## config.mk

```make
export PLATFORM = sky130hd
export DESIGN_NAME = note_sequencer
export DESIGN_NICKNAME = d
export VERILOG_FILES = /design/src/rtl/note_sequencer.sv
export SDC_FILE = /design/constraint.sdc
export NUM_CORES = 1
export LEC_CHECK = 0
export BUFFER_PORTS_ARGS = -buffer_cell sky130_fd_sc_hd__clkbuf_2
export CAP_MARGIN = 20
export CORE_UTILIZATION = 55
export CTS_CLUSTER_SIZE = 8
export DETAILED_ROUTE_END_ITERATION = 10
export GPL_TIMING_DRIVEN = 0
export PLACE_DENSITY = 0.75
export SETUP_SLACK_MARGIN = 0.05
export SLEW_MARGIN = 20
export SYNTH_ARGS = -nofsm -noshare
export SYNTH_HDL_FRONTEND = slang
export SYNTH_SLANG_ARGS = --single-unit
```

## constraint.sdc

```tcl
create_clock -name clk -period 4.1 [get_ports clk]
set_input_delay 0.205 -clock clk [delete_from_list [all_inputs] [get_ports clk]]
set_output_delay 0.205 -clock clk [all_outputs]
set_load 0.03 [all_outputs]
```

## src/rtl/note_sequencer.sv

```systemverilog
// note_sequencer: programmable 16-step pattern sequencer driving scale_rom and voice.
// Emits note index, gate and a one-cycle step strobe at a fixed step period.
module note_sequencer #(
    parameter int unsigned STEP_CYCLES = 131072,
    parameter int unsigned GATE_CYCLES = 65536
) (
    input  logic       clk,
    input  logic       reset,
    input  logic       run,
    input  logic [3:0] last_step,
    input  logic       wr_en,
    input  logic [3:0] wr_addr,
    input  logic [4:0] wr_data,
    output logic [3:0] note_out,
    output logic       gate_out,
    output logic [3:0] step_idx,
    output logic       step_strobe
);

    localparam int CW = $clog2(STEP_CYCLES);
    localparam logic [CW-1:0] GATE_LAST = CW'(GATE_CYCLES - 1);
    localparam logic [CW-1:0] STEP_LAST = CW'(STEP_CYCLES - 1);

    typedef enum logic [1:0] {
        IDLE,
        GATE_ON,
        GATE_OFF
    } state_t;

    state_t        state, state_d;
    logic [CW-1:0] cnt, cnt_d;
    logic [3:0]    step_d, note_d;
    logic          gate_d, strobe_d;
    logic          load;
    logic [3:0]    load_idx;
    logic [4:0]    pattern [16];

    always_ff @(posedge clk) begin
        if (reset) begin
            state       <= IDLE;
            cnt         <= '0;
            step_idx    <= '0;
            note_out    <= '0;
            gate_out    <= 1'b0;
            step_strobe <= 1'b0;
        end else begin
            state       <= state_d;
            cnt         <= cnt_d;
            step_idx    <= step_d;
            note_out    <= note_d;
            gate_out    <= gate_d;
            step_strobe <= strobe_d;
        end
    end

    // Reads in the load path see the pre-write value on a same-edge write.
    always_ff @(posedge clk) begin
        if (reset) begin
            for (int i = 0; i < 16; i++) begin
                pattern[i] <= {1'b0, 4'(i)};
            end
        end else if (wr_en) begin
            pattern[wr_addr] <= wr_data;
        end
    end

    always_comb begin
        state_d  = state;
        cnt_d    = cnt + CW'(1);
        step_d   = step_idx;
        note_d   = note_out;
        gate_d   = gate_out;
        strobe_d = 1'b0;
        load     = 1'b0;
        load_idx = step_idx;
        unique case (state)
            IDLE: begin
                cnt_d = '0;
                if (run) begin
                    load = 1'b1;
                end
            end
            GATE_ON: begin
                if (!run) begin
                    state_d = IDLE;
                    gate_d  = 1'b0;
                    cnt_d   = '0;
                end else if (cnt == GATE_LAST) begin
                    state_d = GATE_OFF;
                    gate_d  = 1'b0;
                end
            end
            GATE_OFF: begin
                if (!run) begin
                    state_d = IDLE;
                    gate_d  = 1'b0;
                    cnt_d   = '0;
                end else if (cnt == STEP_LAST) begin
                    load     = 1'b1;
                    load_idx = (step_idx >= last_step) ? 4'd0
                                                       : step_idx + 4'd1;
                end
            end
            default: begin
                state_d = IDLE;
                gate_d  = 1'b0;
                cnt_d   = '0;
            end
        endcase
        if (load) begin
            state_d  = GATE_ON;
            cnt_d    = '0;
            step_d   = load_idx;
            note_d   = pattern[load_idx][3:0];
            gate_d   = ~pattern[load_idx][4];
            strobe_d = 1'b1;
        end
    end

endmodule

```

Word-level counts from Yosys, hierarchy flattened
Memory sizes are Yosys's and may differ from the RTL's.
Index checks and enable logic that the tools add are counted.
- add/subtract/negate cells: 2
- order comparisons: 1
- equality and inequality tests: 9
- mux-type cells: 27
- bitwise logic cells: 4
- reduce and logical (&&, ||, !) cells: 7
- operators with widths (cell ; number):
    $mux 4 ; 5
    $add 17x1->17 const B ; 1
    $eq 17x16->1 const B ; 1
    $eq 17x17->1 const B ; 1
    $mux 1 ; 15
    $mux 2 ; 3
    $ne 3x3->1 const B ; 2
    $pmux 2 s3 ; 1
    $reduce_and 3->1 ; 2
    $mux 5 ; 1
    $reduce_or 5->1 ; 1
    $add 4x1->4 const B ; 1
    $ge 4x4->1 ; 1
    $ne 2x2->1 const B ; 2
    $ne 4x4->1 const B ; 1
    $not 1->1 ; 4
    $reduce_or 2->1 ; 2
    $reduce_or 4->1 ; 1
    $pmux 1 s3 ; 1
    $eq 2x1->1 const B ; 1
    $eq 2x2->1 const B ; 1
    $logic_not 2->1 ; 1
    $pmux 1 s2 ; 1
- register bits after elaboration: 29
- memory bits (writable): 80
- input port bits: 17
- output and inout port bits: 10
- memories kept: 1
- memories (memory ; words ; width ; read ports ; clocked after memory_dff ; write ports ; RTL line ; source):
    pattern ; 16 ; 5 ; 1 ; 0 ; 16 ; 36 ; logic [4:0] pattern [16];

Longest topological paths before layout
Gate-level depths: netlist of run 1.
An unclocked memory read counts as a cell.
- word-level depth: 8
- mapped depth: 17
- gate-level depth less buffers: 14

Least setup slack after synthesis of run 1
Ideal clock, no wire load.
- path type: register -> register
- from: register cnt[0]
- to: register note_out[1], read port of pattern
- setup time: 0.133 ns
- data arrival time: 2.784 ns
- required time: 3.967 ns
- slack: 1.183 ns
- cell stages (with the launch flop): 17
- buffers on the path: 2
- clock period less this slack: 2.917 ns
- cells stage by stage: dfxtp_1 -> ha_1 -> nand2_1 -> nor2_1 -> and3_1 -> clkbuf_1 -> nand2_1 -> nor2_1 -> ha_1 -> and3_2 -> o211ai_4 -> a21oi_2 -> buf_6 -> mux2i_1 -> nor2_1 -> a2111oi_2 -> o22ai_1
- word-level cells in the longest chain between the ends: 5
- elaborated cells on any way between the ends: 8
- those cells by class: 1 x eq/ne; 6 x mux; 1 x memory
- ends and longest elaborated chain (element ; RTL line ; source):
    from (decl) ; 31 ; logic [CW-1:0] cnt, cnt_d;
    from (signal assigned) ; 48 ; cnt <= cnt_d;
    $eq 17x17->1 * ; 98 ; end else if (cnt == STEP_LAST) begin
    $mux 4 ; 98 ;
    $mux 4 ; 94 ; if (!run) begin
    $mux 4 ; 76 ; unique case (state)
    $mem_v2 16x5 ; - ;
    to (decl) ; 14 ; output logic [3:0] note_out,
Every way passes the cells marked *; elsewhere a longest branch is shown, timed or not.
A chain may end at the register's enable or synchronous reset.

Worst setup path after layout of run 1
Ends and elaborated chain as after synthesis.

==> out/metrics.yaml, run 1 <==
status: "completed"
drt_iter0_markers: 427
multi_input_area_mm2: 0.00267
viasPerCell: 6.05
firstDrtPassIters: 5
cts_buffer_depth: 2
crit_required_ps: 4370
die_w_um: 105
cts_tree: "done"
drc: 0
synth_ff_type: "edfxtp_1"
fp.dieH_um: 105
cp_cell_sequence: "ha_1 -> nand2_1 -> nor2_1 -> and3_1 -> clkbuf_1 -> nand2_1 -> nor2_1 -> ha_1 -> nand3_1 -> nand2_1 -> o21a_1 -> clkbuf_1 -> o21ai_0 -> o21ai_0 -> o22ai_1"
ys_seq_elements: 109
diodes: 0
ff_latch_area_mm2: 0.00298
insertion_delay_ps: 390
cts_buffers: 9
synth.top_cell.area_share: 0.409
wl_per_cell_um: 19.2
synth_area_mm2: 0.00587
fin_skew_ps: 14.7
start_kind: "flip-flop"
fp-row-count: 37
stdcell_area_mm2: 0.00640
worst_slew_pin_slew_ps: 628
cp_common_cell: "nand2_1"
path_class: "flip-flop to flip-flop"
end_kind: "flip-flop"
start_util: 0.569
synth_area_leaders: "edfxtp_1 41%, dfxtp_1 9.9%, and2_1 5.8%"
slew-limit-headroom: 0.581
drt.antenna.violating_nets: 0
drv_cap: 0
grt_first_pass_wirelength_um: 22500
core-area_mm2: 0.0103
hold_viol_final: 0
maxSlewViolCount: 0
drive_gt1_frac: 0.170
hold_class: "input pin to flip-flop"
cts_setup_buffers: 0
htreeDepth: 3
grt_antenna_before_repair: 0
hpwl_um: 10500
clk_pin_slew_worst_paths_ps: 100
cp_slowest_stage_delay_ps: 430
fin_crit_sh: 0.868
die-area_mm2: 0.0111
grt.overflow.total: 0
slowest_stage: "clkbuf_1"
min_period_ps: 3560
placed_area_mm2: 0.00617
first_global_vias: 4255
grt_use_total: 0.272
power_uw: 2130
setup_viol_count_final: 0
ctsResizeCount: 0
gp_congestion: 1.01
synth_top_area_cell: "edfxtp_1"
final_util: 0.620
setup_tns_ps: 0
pwr_density_cell_mw_per_mm2: 334
cts.hold.buffers_added: 0
arrival_ps: 3820
vias: 4492
async_flop_share: 0
routed_wl_um: 14200
cts.sinks: 109
synthTopCellsByCount: "80 x edfxtp_1, 60 x nand2_1, 54 x and2_1"
rsz0062_at_grt: "false"
p_leak_uw: 0.00224
fill_cells: 860
ios: 27
fmax_mhz: 281
syn_to_final_growth_pct: 8.88
synth_fp_nets: 592
synth_edf_count: 80
critPathMaxFanout: 10
syn_area_per_cell_um2: 10.4
vdd_drop_max_v: 0.000168
port_buffers: 26
num-nets-final: 629
synth_most_common_cell: "edfxtp_1"
yosysSeqAreaShare: 0.508
yosys_warnings: 0
root_buffer: "clkbuf_8"
synthCells: 564
grt_start_max_net_pins: 19
yosysUniqueCellTypes: 54
-- where the power goes --
part | switching (uW) | total [uW] | leakage (uW) | internal, uW
Sequential | 26.9 | 1260 | 0.00101 | 1230
Clock | 379 | 727 | 0.000109 | 348
Combinational | 99.0 | 150 | 0.00112 | 50.7
-- final timing paths --
check	start	end	slack, ps	cells past startpoint
worst max-delay path	cnt[0]	note_out[1]	540	15
worst min-delay path	reset	step_idx[0]	180	2
worst max register to register	cnt[0]	note_out[1]	540	15
worst min register to register	cnt[0]	cnt[0]	470	1
-- routing by layer --
metal	wire, um	share of wire	global-route usage
met1	6370	0.45	0.380
met2	6710	0.47	0.431
met3	931	0.065	0.0482
met4	242	0.017	0.0865
met5	0	0	0
-- area by class of cell --
class                           count  area share
Clock buffer                        9      0.0194
Buffer                             35      0.0280
Clock inverter                      7      0.0153
Inverter                           11     0.00646
Timing Repair Buffer               26      0.0203
Multi-Input combinational cell    409       0.418
Tap cell                          136      0.0266
Sequential cell                   109       0.466
-- worst max-delay path: cells and delay by family (launching register included) --
kind | cells | cell delay (ps)
AO/OA/AOI/OAI | 4 | 910
buffers and inverters | 2 | 660
AND/OR/NAND/NOR | 7 | 1060
flip-flops | 1 | 380
adder cells (fa/ha/maj) | 2 | 430
-- metrics by stage --
| step | instances | hold WS [ps] | worst slack [ps] |
|---|---|---|---|
| 2_1_floorplan | 564 | 277 | 1180 |
| 3_3_place_gp | 726 | 427 | 725 |
| 3_5_place_dp | 726 | 451 | 696 |
| 4_1_cts | 742 | 160 | 634 |
| 5_1_grt | 742 | 190 | 272 |
| 6_report | 742 | 184 | 541 |
-- registers in the layout, summed over array words and instances (netlist names) --
| name | cells |
|---|---|
| cnt | 17 |
| pattern | 80 |
| note_out | 4 |
| step_strobe | 1 |
| step_idx | 4 |
| gate_out | 1 |
| state | 2 |
-- cell usage in the layout, fill, tap and decap left out, types with 9 or more instances in the layout --
cell type  synthesis  final
a21oi_1           15     15
nand3_1           18     18
clkbuf_8           0      9
clkbuf_1          21     21
or2_2             17     17
o21ai_0           13     13
nor2_1            51     51
mux2i_1           22     22
and2_1            54     54
clkbuf_2           0     26
inv_1             11     11
dfxtp_1           29     29
or3_1             29     29
mux2_2            14     14
nor3_1             9      9
edfxtp_1          80     80
ha_1              11     11
and3_1             9      9
nand2_1           60     60
-- cell families (layout without fill, tap and decap cells) --
family,after synthesis,in the layout,synth area share
buffers and inverters,46,88,0.0375
AO/OA/AOI/OAI,77,77,0.104
AND/OR/NAND/NOR,271,271,0.242
multiplexers,36,36,0.0643
XOR/XNOR,14,14,0.0209
adder cells (fa/ha/maj),11,11,0.0234
flip-flops,109,109,0.508
No activity file was read; power rests on OpenSTA's default activity.
==> inputs of run 2 (changes only) <==
RECOVER_POWER = 50   (was not set)
==> run 2 against run 1 <==
Die area stayed put. Clock skew decreased by 3.3 ps. Setup slack better by 46 ps. Count of clock-buffer cells in the layout unchanged. Cell count is the same. Design area shrank 0.22%. Critical endpoint unchanged.
==> out/metrics.yaml, run 2 (synthesis results as in run 1) <==
worstRegToRegCells: 15
viasPerCell: 6.01
insertion_delay_ps: 390
cp_common_cell: "nand2_1"
cts_buffer_depth: 2
start_util: 0.569
die_w_um: 105
hpwl_um: 10500
place_ws_ps: 696
diodes: 0
port_buffers: 26
cts.hold.buffers_added: 0
syn_to_final_growth_pct: 8.65
firstDrtPassIters: 5
multi_input_area_mm2: 0.00267
root_buffer: "clkbuf_8"
ios: 27
slowest_stage: "clkbuf_1"
end_kind: "flip-flop"
rsz0062_at_grt: "false"
grt_first_pass_wirelength_um: 22500
hold_class: "input pin to flip-flop"
ctsResizeCount: 0
grt_antenna_before_repair: 0
routed_wl_um: 14300
cp_top_family: "simple AND/OR/NAND/NOR gates"
core-area_mm2: 0.0103
maxSlewViolCount: 0
wl_per_cell_um: 19.2
start_kind: "flip-flop"
drv_cap: 0
clk_pin_slew_worst_paths_ps: 100
fp-row-count: 37
drc: 0
grt.overflow.total: 0
worst_slew_pin_slew_ps: 647
setup_tns_ps: 0
ff_latch_area_mm2: 0.00298
critical_path_depth: 15
cp_cell_sequence: "ha_1 -> nand2_1 -> nor2_1 -> and3_1 -> clkbuf_1 -> nand2_1 -> nor2_1 -> ha_1 -> nand3_1 -> nand2_1 -> o21a_1 -> clkbuf_1 -> o21ai_0 -> o21ai_0 -> o22ai_1"
r2r_slack_ps: 590
worst_slack_ps: 587
status: "completed"
num-nets-final: 629
fill_cells: 869
drive_gt1_frac: 0.150
die-area_mm2: 0.0111
path_class: "flip-flop to flip-flop"
cts_buffers: 9
hold_viol_final: 0
final_common_cell: "edfxtp_1"
arrival_ps: 3780
fin_crit_sh: 0.857
top_regs: "pattern: 80 flops, cnt: 17 flops"
crit_required_ps: 4370
mostFrequentLayoutCells: "80 x edfxtp_1, 60 x nand2_1, 51 x nor2_1, 32 x clkbuf_1"
critPathBufInv: 2
p_leak_uw: 0.00218
vdd_drop_max_v: 0.000168
slew-limit-headroom: 0.569
first_global_vias: 4255
r2r-start: "cnt[0]"
cp_slowest_stage_delay_ps: 420
cts_setup_buffers: 0
drt.antenna.violating_nets: 0
fin_skew_ps: 11.4
cts_tree: "done"
min_period_ps: 3510
grt_use_total: 0.272
critPathMaxFanout: 10
grt_start_max_net_pins: 19
htreeDepth: 3
top_register: "pattern"
cp-startpoint: "cnt[0]"
largest_reg_flops: 80
vias: 4463
gp_congestion: 1.01
pwr_density_cell_mw_per_mm2: 334
drt_iter0_markers: 416
fmax_mhz: 285
setup_viol_count_final: 0
r2r_end: "note_out[1]"
fp.dieH_um: 105
crit_path_end: "note_out[1]"
cts.sinks: 109
-- run 2: cell count changes in the layout (fill, tap and decap cells not counted) --
| cell | delta |
|---|---|
| and2_0 | +26 |
| and2_1 | -26 |
| clkbuf_1 | +11 |
| clkbuf_2 | -11 |
| or2_0 | +1 |
| or2_2 | -1 |
-- run 2: tightest hold or removal path: cells and delay by family --
family | cells | cell delay [ps]
compound gates | 1 | 90
buf+inv | 1 | 150
simple gates | 1 | 100
-- run 2: stage by stage --
stage | util | hold slack (ps) | power (uW) | cells | instance area, um^2
floorplan | - | 277 | 1360 | 564 | 5870
global placement | 0.598 | 427 | 1420 | 726 | 6170
detailed placement | 0.598 | 451 | 1430 | 726 | 6170
CTS | 0.620 | 160 | 2140 | 742 | 6400
global route | 0.618 | 197 | 2200 | 742 | 6380
finish | 0.618 | 194 | 2130 | 742 | 6380
-- run 2: worst min-delay path by stage --
stage / endpoint / slack (ps) / startpoint / depth (start not counted)
6_report: state[1] / 190 / run / 3
2_1_floorplan: step_idx[0] / 280 / reset / 1
3_3_place_gp: cnt[0] / 430 / cnt[0] / 1
3_5_place_dp: cnt[0] / 450 / cnt[0] / 1
5_1_grt: pattern[10][1] / 200 / wr_data[1] / 2
4_1_cts: step_idx[0] / 160 / reset / 2
-- run 2: power breakdown --
group          internal [uW]  total, uW  leakage [uW]  switching (uW)
registers               1230       1260       0.00101            27.2
logic                   49.4        149       0.00105            99.3
clock network            348        724      0.000109             376
total                   1630       2130       0.00218             503
-- run 2: cell type report --
cell class	instances	share of cell area
Clock inverter	7	0.0153
Clock buffer	9	0.0194
Timing Repair Buffer	26	0.0182
Buffer	35	0.0280
Inverter	11	0.00647
Multi-Input combinational cell	409	0.419
Tap cell	136	0.0267
Sequential cell	109	0.467
-- run 2: metal layers --
layer  vias to the layer above  wire (um)  part of all wire  global-route usage
met5                         -          0                 0                   0
met4                         0        246             0.017              0.0865
met3                        24       1010             0.071              0.0482
met2                       183       6680              0.47               0.431
met1                      2157       6340              0.44               0.380
li1                       2099          -                 -                   -
